===== src/rtl/fifo_wptr_gray.sv =====
// Write-side pointer and status generator for a dual-clock FIFO.
// Keeps the binary write pointer and publishes a registered Gray pointer for the read-domain synchronizer.
module fifo_wptr_gray #(
  parameter int ADDR_WIDTH = 4,
  parameter int AFULL_THR  = 2**ADDR_WIDTH - 2
) (
  input  logic                  clk_i,
  input  logic                  rst_i,
  input  logic                  wr_en_i,
  input  logic [ADDR_WIDTH:0]   rptr_gray_i,
  output logic                  wr_ack_o,
  output logic [ADDR_WIDTH-1:0] waddr_o,
  output logic [ADDR_WIDTH:0]   wptr_gray_o,
  output logic                  full_o,
  output logic                  afull_o,
  output logic [ADDR_WIDTH:0]   wcount_o,
  output logic                  ovf_o
);

  localparam int PW = ADDR_WIDTH + 1;
  // Full when the write Gray pointer equals the read Gray pointer with its top two bits inverted;
  // with ADDR_WIDTH=1 the mask covers both pointer bits.
  localparam logic [PW-1:0] FULL_MASK   = PW'(3) << (ADDR_WIDTH - 1);
  localparam logic [PW-1:0] AFULL_THR_W = PW'(AFULL_THR);

  logic [PW-1:0] wbin_q, wbin_d;
  logic [PW-1:0] wgray_q, wgray_d;
  logic [PW-1:0] wcount_q, wcount_d;
  logic [PW-1:0] rbin;
  logic          full_q, full_d;
  logic          afull_q, afull_d;
  logic          ovf_q, ovf_d;

  always_comb begin
    rbin = '0;
    rbin[PW-1] = rptr_gray_i[PW-1];
    for (int i = PW - 2; i >= 0; i--) begin
      rbin[i] = rbin[i+1] ^ rptr_gray_i[i];
    end
  end

  // NOTE: every variable gets a value before any branch so no latch is inferred.
  always_comb begin
    wr_ack_o = wr_en_i & ~full_q;
    wbin_d   = wbin_q + PW'(wr_ack_o);
    wgray_d  = wbin_d ^ (wbin_d >> 1);
    full_d   = (wgray_d == (rptr_gray_i ^ FULL_MASK));
    wcount_d = wbin_d - rbin;
    afull_d  = (wcount_d >= AFULL_THR_W);
    ovf_d    = ovf_q | (wr_en_i & full_q);
  end

  // NOTE: state registers use non-blocking assignments so every flop samples pre-edge values.
  always_ff @(posedge clk_i) begin
    if (rst_i) begin
      wbin_q   <= '0;
      wgray_q  <= '0;
      full_q   <= 1'b0;
      afull_q  <= 1'b0;
      wcount_q <= '0;
      ovf_q    <= 1'b0;
    end else begin
      wbin_q   <= wbin_d;
      wgray_q  <= wgray_d;
      full_q   <= full_d;
      afull_q  <= afull_d;
      wcount_q <= wcount_d;
      ovf_q    <= ovf_d;
    end
  end

  assign waddr_o     = wbin_q[ADDR_WIDTH-1:0];
  assign wptr_gray_o = wgray_q;
  assign full_o      = full_q;
  assign afull_o     = afull_q;
  assign wcount_o    = wcount_q;
  assign ovf_o       = ovf_q;

endmodule

===== config.mk =====
export PLATFORM = sky130hd
export DESIGN_NAME = fifo_wptr_gray
export DESIGN_NICKNAME = d
export VERILOG_FILES = /design/src/rtl/fifo_wptr_gray.sv
export SDC_FILE = /design/constraint.sdc
export NUM_CORES = 1
export LEC_CHECK = 0
export ABC_AREA = 1
export CAP_MARGIN = 40
export CORE_MARGIN = 4
export CORE_UTILIZATION = 51
export CTS_CLUSTER_SIZE = 12
export DETAILED_ROUTE_END_ITERATION = 8
export HOLD_SLACK_MARGIN = 0.1
export PLACE_DENSITY = 0.94
export SYNTH_ARGS = -nofsm -noshare
export SYNTH_HDL_FRONTEND = slang
export SYNTH_SLANG_ARGS = --single-unit

===== constraint.sdc =====
create_clock -name clk_i -period 3.3 [get_ports clk_i]
set_input_delay 0.66 -clock clk_i [delete_from_list [all_inputs] [get_ports clk_i]]
set_output_delay 0.66 -clock clk_i [all_outputs]
set_load 0.02 [all_outputs]

==> Flow_metrics.wiki <==
{| class="wikitable"
! Metric !! Value
|-
| Outcome || finished clean
|-
| Startpoint Class || input port
|-
| Final nets || 195
|-
| Number of vias per cell after detailed routing || 5.38
|-
| GRT Util Overall || 20.4%
|-
| Half-perimeter wire length of the detailed placement result || 1960 µm
|-
| Mean instance size in the synthesized netlist || 6.69 µm²
|-
| Proportion of synthesized chip area in sequential cells || 33.7%
|-
| Most used standard cells in the synthesized netlist || nand2_1, nand3_1, inv_1
|-
| Remaining antenna violation count after routing || 0
|-
| Count of different cell masters after synthesis || 21
|-
| Pin count of the biggest net entering global routing || 16
|-
| Leakage power of the design || 0.613 nW
|-
| Resize count post-CTS || 0
|-
| CTS H-tree depth || 1
|-
| Final Hold Slack || 0.578 ns
|-
| Post-synthesis cell type with the largest combined area || dfxtp_1
|-
| Number of rows in the core area || 15
|-
| Vertical die dimension || 52.5 µm
|-
| Normalized max-slew margin || 63.2%
|-
| Max Cap Viol || 0
|-
| Pwr/cell area || 410 nW/µm²
|-
| Worst-margin pin slew || 0.550 ns
|-
| Synth top area cells || dfxtp_1, nand2_1, nand3_1
|-
| Length of the first detailed-routing pass in iterations || 4
|-
| Cell area after synthesis || 1010 µm²
|-
| Worst-skew pair later-pin latency || 0.29 ns
|-
| Summed negative setup slack over all endpoints || 0 ns
|-
| Setup Buffers After CTS || 0
|-
| Leftover overflow at the end of global routing || 0
|-
| Endpoints failing setup || 0
|-
| Clock buffer count from CTS || 3
|-
| Class of the most critical setup path || in -> reg
|-
| Critical path peak fanout || 3
|-
| Share of post-route cells with drive strength above 1 || 7.26%
|-
| Overall die area || 2760 µm²
|-
| Register bit total from synthesis || 17
|-
| Initial Utilization || 56.0%
|-
| Total Power Consumption || 537 µW
|-
| WL per Instance || 12.3 µm
|-
| Crit path top cell by count || nand2_1
|-
| Count of final max-slew check failures || 0
|-
| CORE AREA || 1800 µm²
|-
| TritonCTS clock tree || built
|-
| Stage delay of the slowest cell on the critical path || 0.47 ns
|-
| Setup repair after global routing missed its margin || false
|-
| Final hold violation count || 0
|-
| Overall die width || 52.5 µm
|-
| Cts-stage hold buffer count || 0
|-
| Area added between synthesis and finish || 29.9%
|-
| Path class of the lowest-slack min-delay path || reg -> reg
|-
| Cells along the critical path || clkdlybuf4s50_1 -> xnor2_1 -> or2_1 -> nand2_1 -> nand2_1 -> nand3_1 -> nand2_1 -> inv_1 -> ha_1 -> fa_1 -> o21ai_0 -> a21oi_1 -> nor2_1 -> o21ai_1
|-
| Port Buffers || 25
|-
| Max Clk Rate || 344 MHz
|-
| Family of cells with the greatest summed delay on the critical path || simple AND/OR/NAND/NOR gates
|-
| Post-Synthesis Cells || 151
|-
| Kind of end point of the critical path || flip-flop
|-
| Clock Skews || 0.00356 ns
|-
| Number of synthesized flops with an enable pin || 0
|-
| Final Wtd Congestion || 0.921
|-
| Main flop type after synthesis || dfxtp_1
|-
| Highest-delay cell along the critical path || clkdlybuf4s50_1
|-
| Via count of the first global-routing pass || 1058
|-
| Master cell of the clock root buffer || clkbuf_4
|-
| I/O pin cnt || 26
|-
| Max IR drop VDD || 0.283 mV
|-
| Vias post-DR || 1097
|-
| Area share of the leading cell type in the synthesized netlist || 33.7%
|-
| Number of inserted diodes || 0
|-
| Starting DRT DRC Count || 28
|-
| Final worst-path cycle share || 88.1%
|-
| Global-route wire length before repair || 4240 µm
|-
| Deepest clock path buffer count || 2
|-
| Final min period || 2.91 ns
|-
| Count of yosys warnings during synthesis || 0
|-
| Share of flip-flops with an asynchronous set or reset || 0%
|-
| Number of antenna violations at the first check in global routing || 0
|-
| Critical path data required time || 3.49 ns
|-
| Number of clock sinks seen by CTS || 17
|-
| Remaining DRCs || 0
|-
| Total detailed-routing wirelength || 2510 µm
|-
| Number of nets produced by synthesis || 166
|-
| Arrival time reported for the critical path endpoint || 3.10 ns
|-
| Final core utilization || 72.8%
|-
| Worst-case register-to-register setup slack || 1.07 ns
|-
| Clock edge transition at the registers on the reported setup and hold paths || 0.10 ns
|-
| Buffering stage count on the worst path with inverters included || 2
|-
| Most instantiated library cell after synthesis || nand2_1
|}
[worst register-to-register path, delay by kind of cell, from the launching register on]
kind / cells / cell delay, ns
AOI/OAI and AO/OA: 3 / 0.35
and+or+nand+nor: 5 / 0.74
DFF: 1 / 0.34
adders and majority gates: 2 / 0.62
buffers and inverters: 1 / 0.07
[kinds of logic (layout without fill, tap and decap cells)]
kind of cell | count (synthesis) | in the layout | share of synthesized area (%)
buf+inv | 23 | 51 | 9.29
xor+xnor | 2 | 2 | 1.74
compound gates | 11 | 11 | 6.07
fa+ha+maj | 7 | 7 | 9.42
simple gates | 91 | 91 | 39.8
flops | 17 | 17 | 33.7
[cell type report]
class / instances / area (µm²)
Clock buffer: 3 / 22.5
Fill cell: 151 / 490
Sequential cell: 17 / 340
Timing Repair Buffer: 26 / 258
Multi-Input combinational cell: 111 / 576
Tap cell: 25 / 31.3
Inverter: 21 / 78.8
Clock inverter: 1 / 5.00
[flip-flops by register name, indices dropped and copies added, names as in the netlist]
| register | cells |
|---|---|
| afull_o | 1 |
| ovf_o | 1 |
| wbin_q | 5 |
| wcount_o | 5 |
| full_o | 1 |
| wptr_gray_o | 4 |
[cells in the final DEF, fill, tap and decap left out]
cell / instances
o21ai_1: 2
nand3b_1: 1
o21ai_0: 1
nand2_1: 40
dfxtp_1: 17
fa_1: 1
o211ai_1: 1
nor2_1: 16
o21ai_2: 1
clkdlybuf4s50_1: 25
clkbuf_4: 3
or2_1: 1
clkinv_2: 1
xor2_1: 1
nand2_2: 6
nor2_2: 1
buf_4: 1
nand3_1: 23
nand4_1: 3
inv_1: 21
xnor2_1: 1
ha_1: 6
a21oi_1: 6
[report_power, final]
| group | switching [mW] | internal, mW | total (mW) |
|---|---|---|---|
| clock | 0.0687 | 0.0451 | 0.114 |
| combinational | 0.108 | 0.0821 | 0.190 |
| sequential | 0.00849 | 0.225 | 0.233 |
| total | 0.185 | 0.352 | 0.537 |
[final timing paths]
kind | start | depth (start not counted) | to
max | rptr_gray_i[4] | 14 | afull_o
min | ovf_o | 2 | ovf_o
max reg2reg | full_o | 11 | afull_o
min reg2reg | ovf_o | 2 | ovf_o
[layer usage]
layer,global-route usage (%),wire length (µm),vias up
met2,35.7,1200,57
met5,0,0,-
met3,4.84,177,14
met4,11.1,124,0
li1,-,-,538
met1,22.4,1010,488
[stage by stage]
stage	cells	setup slack, ns	instance area (µm²)
floorplan	151	0.691	1010
global placement	200	0.266	1280
detailed placement	200	0.141	1280
CTS	204	0.434	1310
global route	204	0.110	1310
finish	204	0.394	1310
Note: power is estimated with default switching activity, not from simulation.
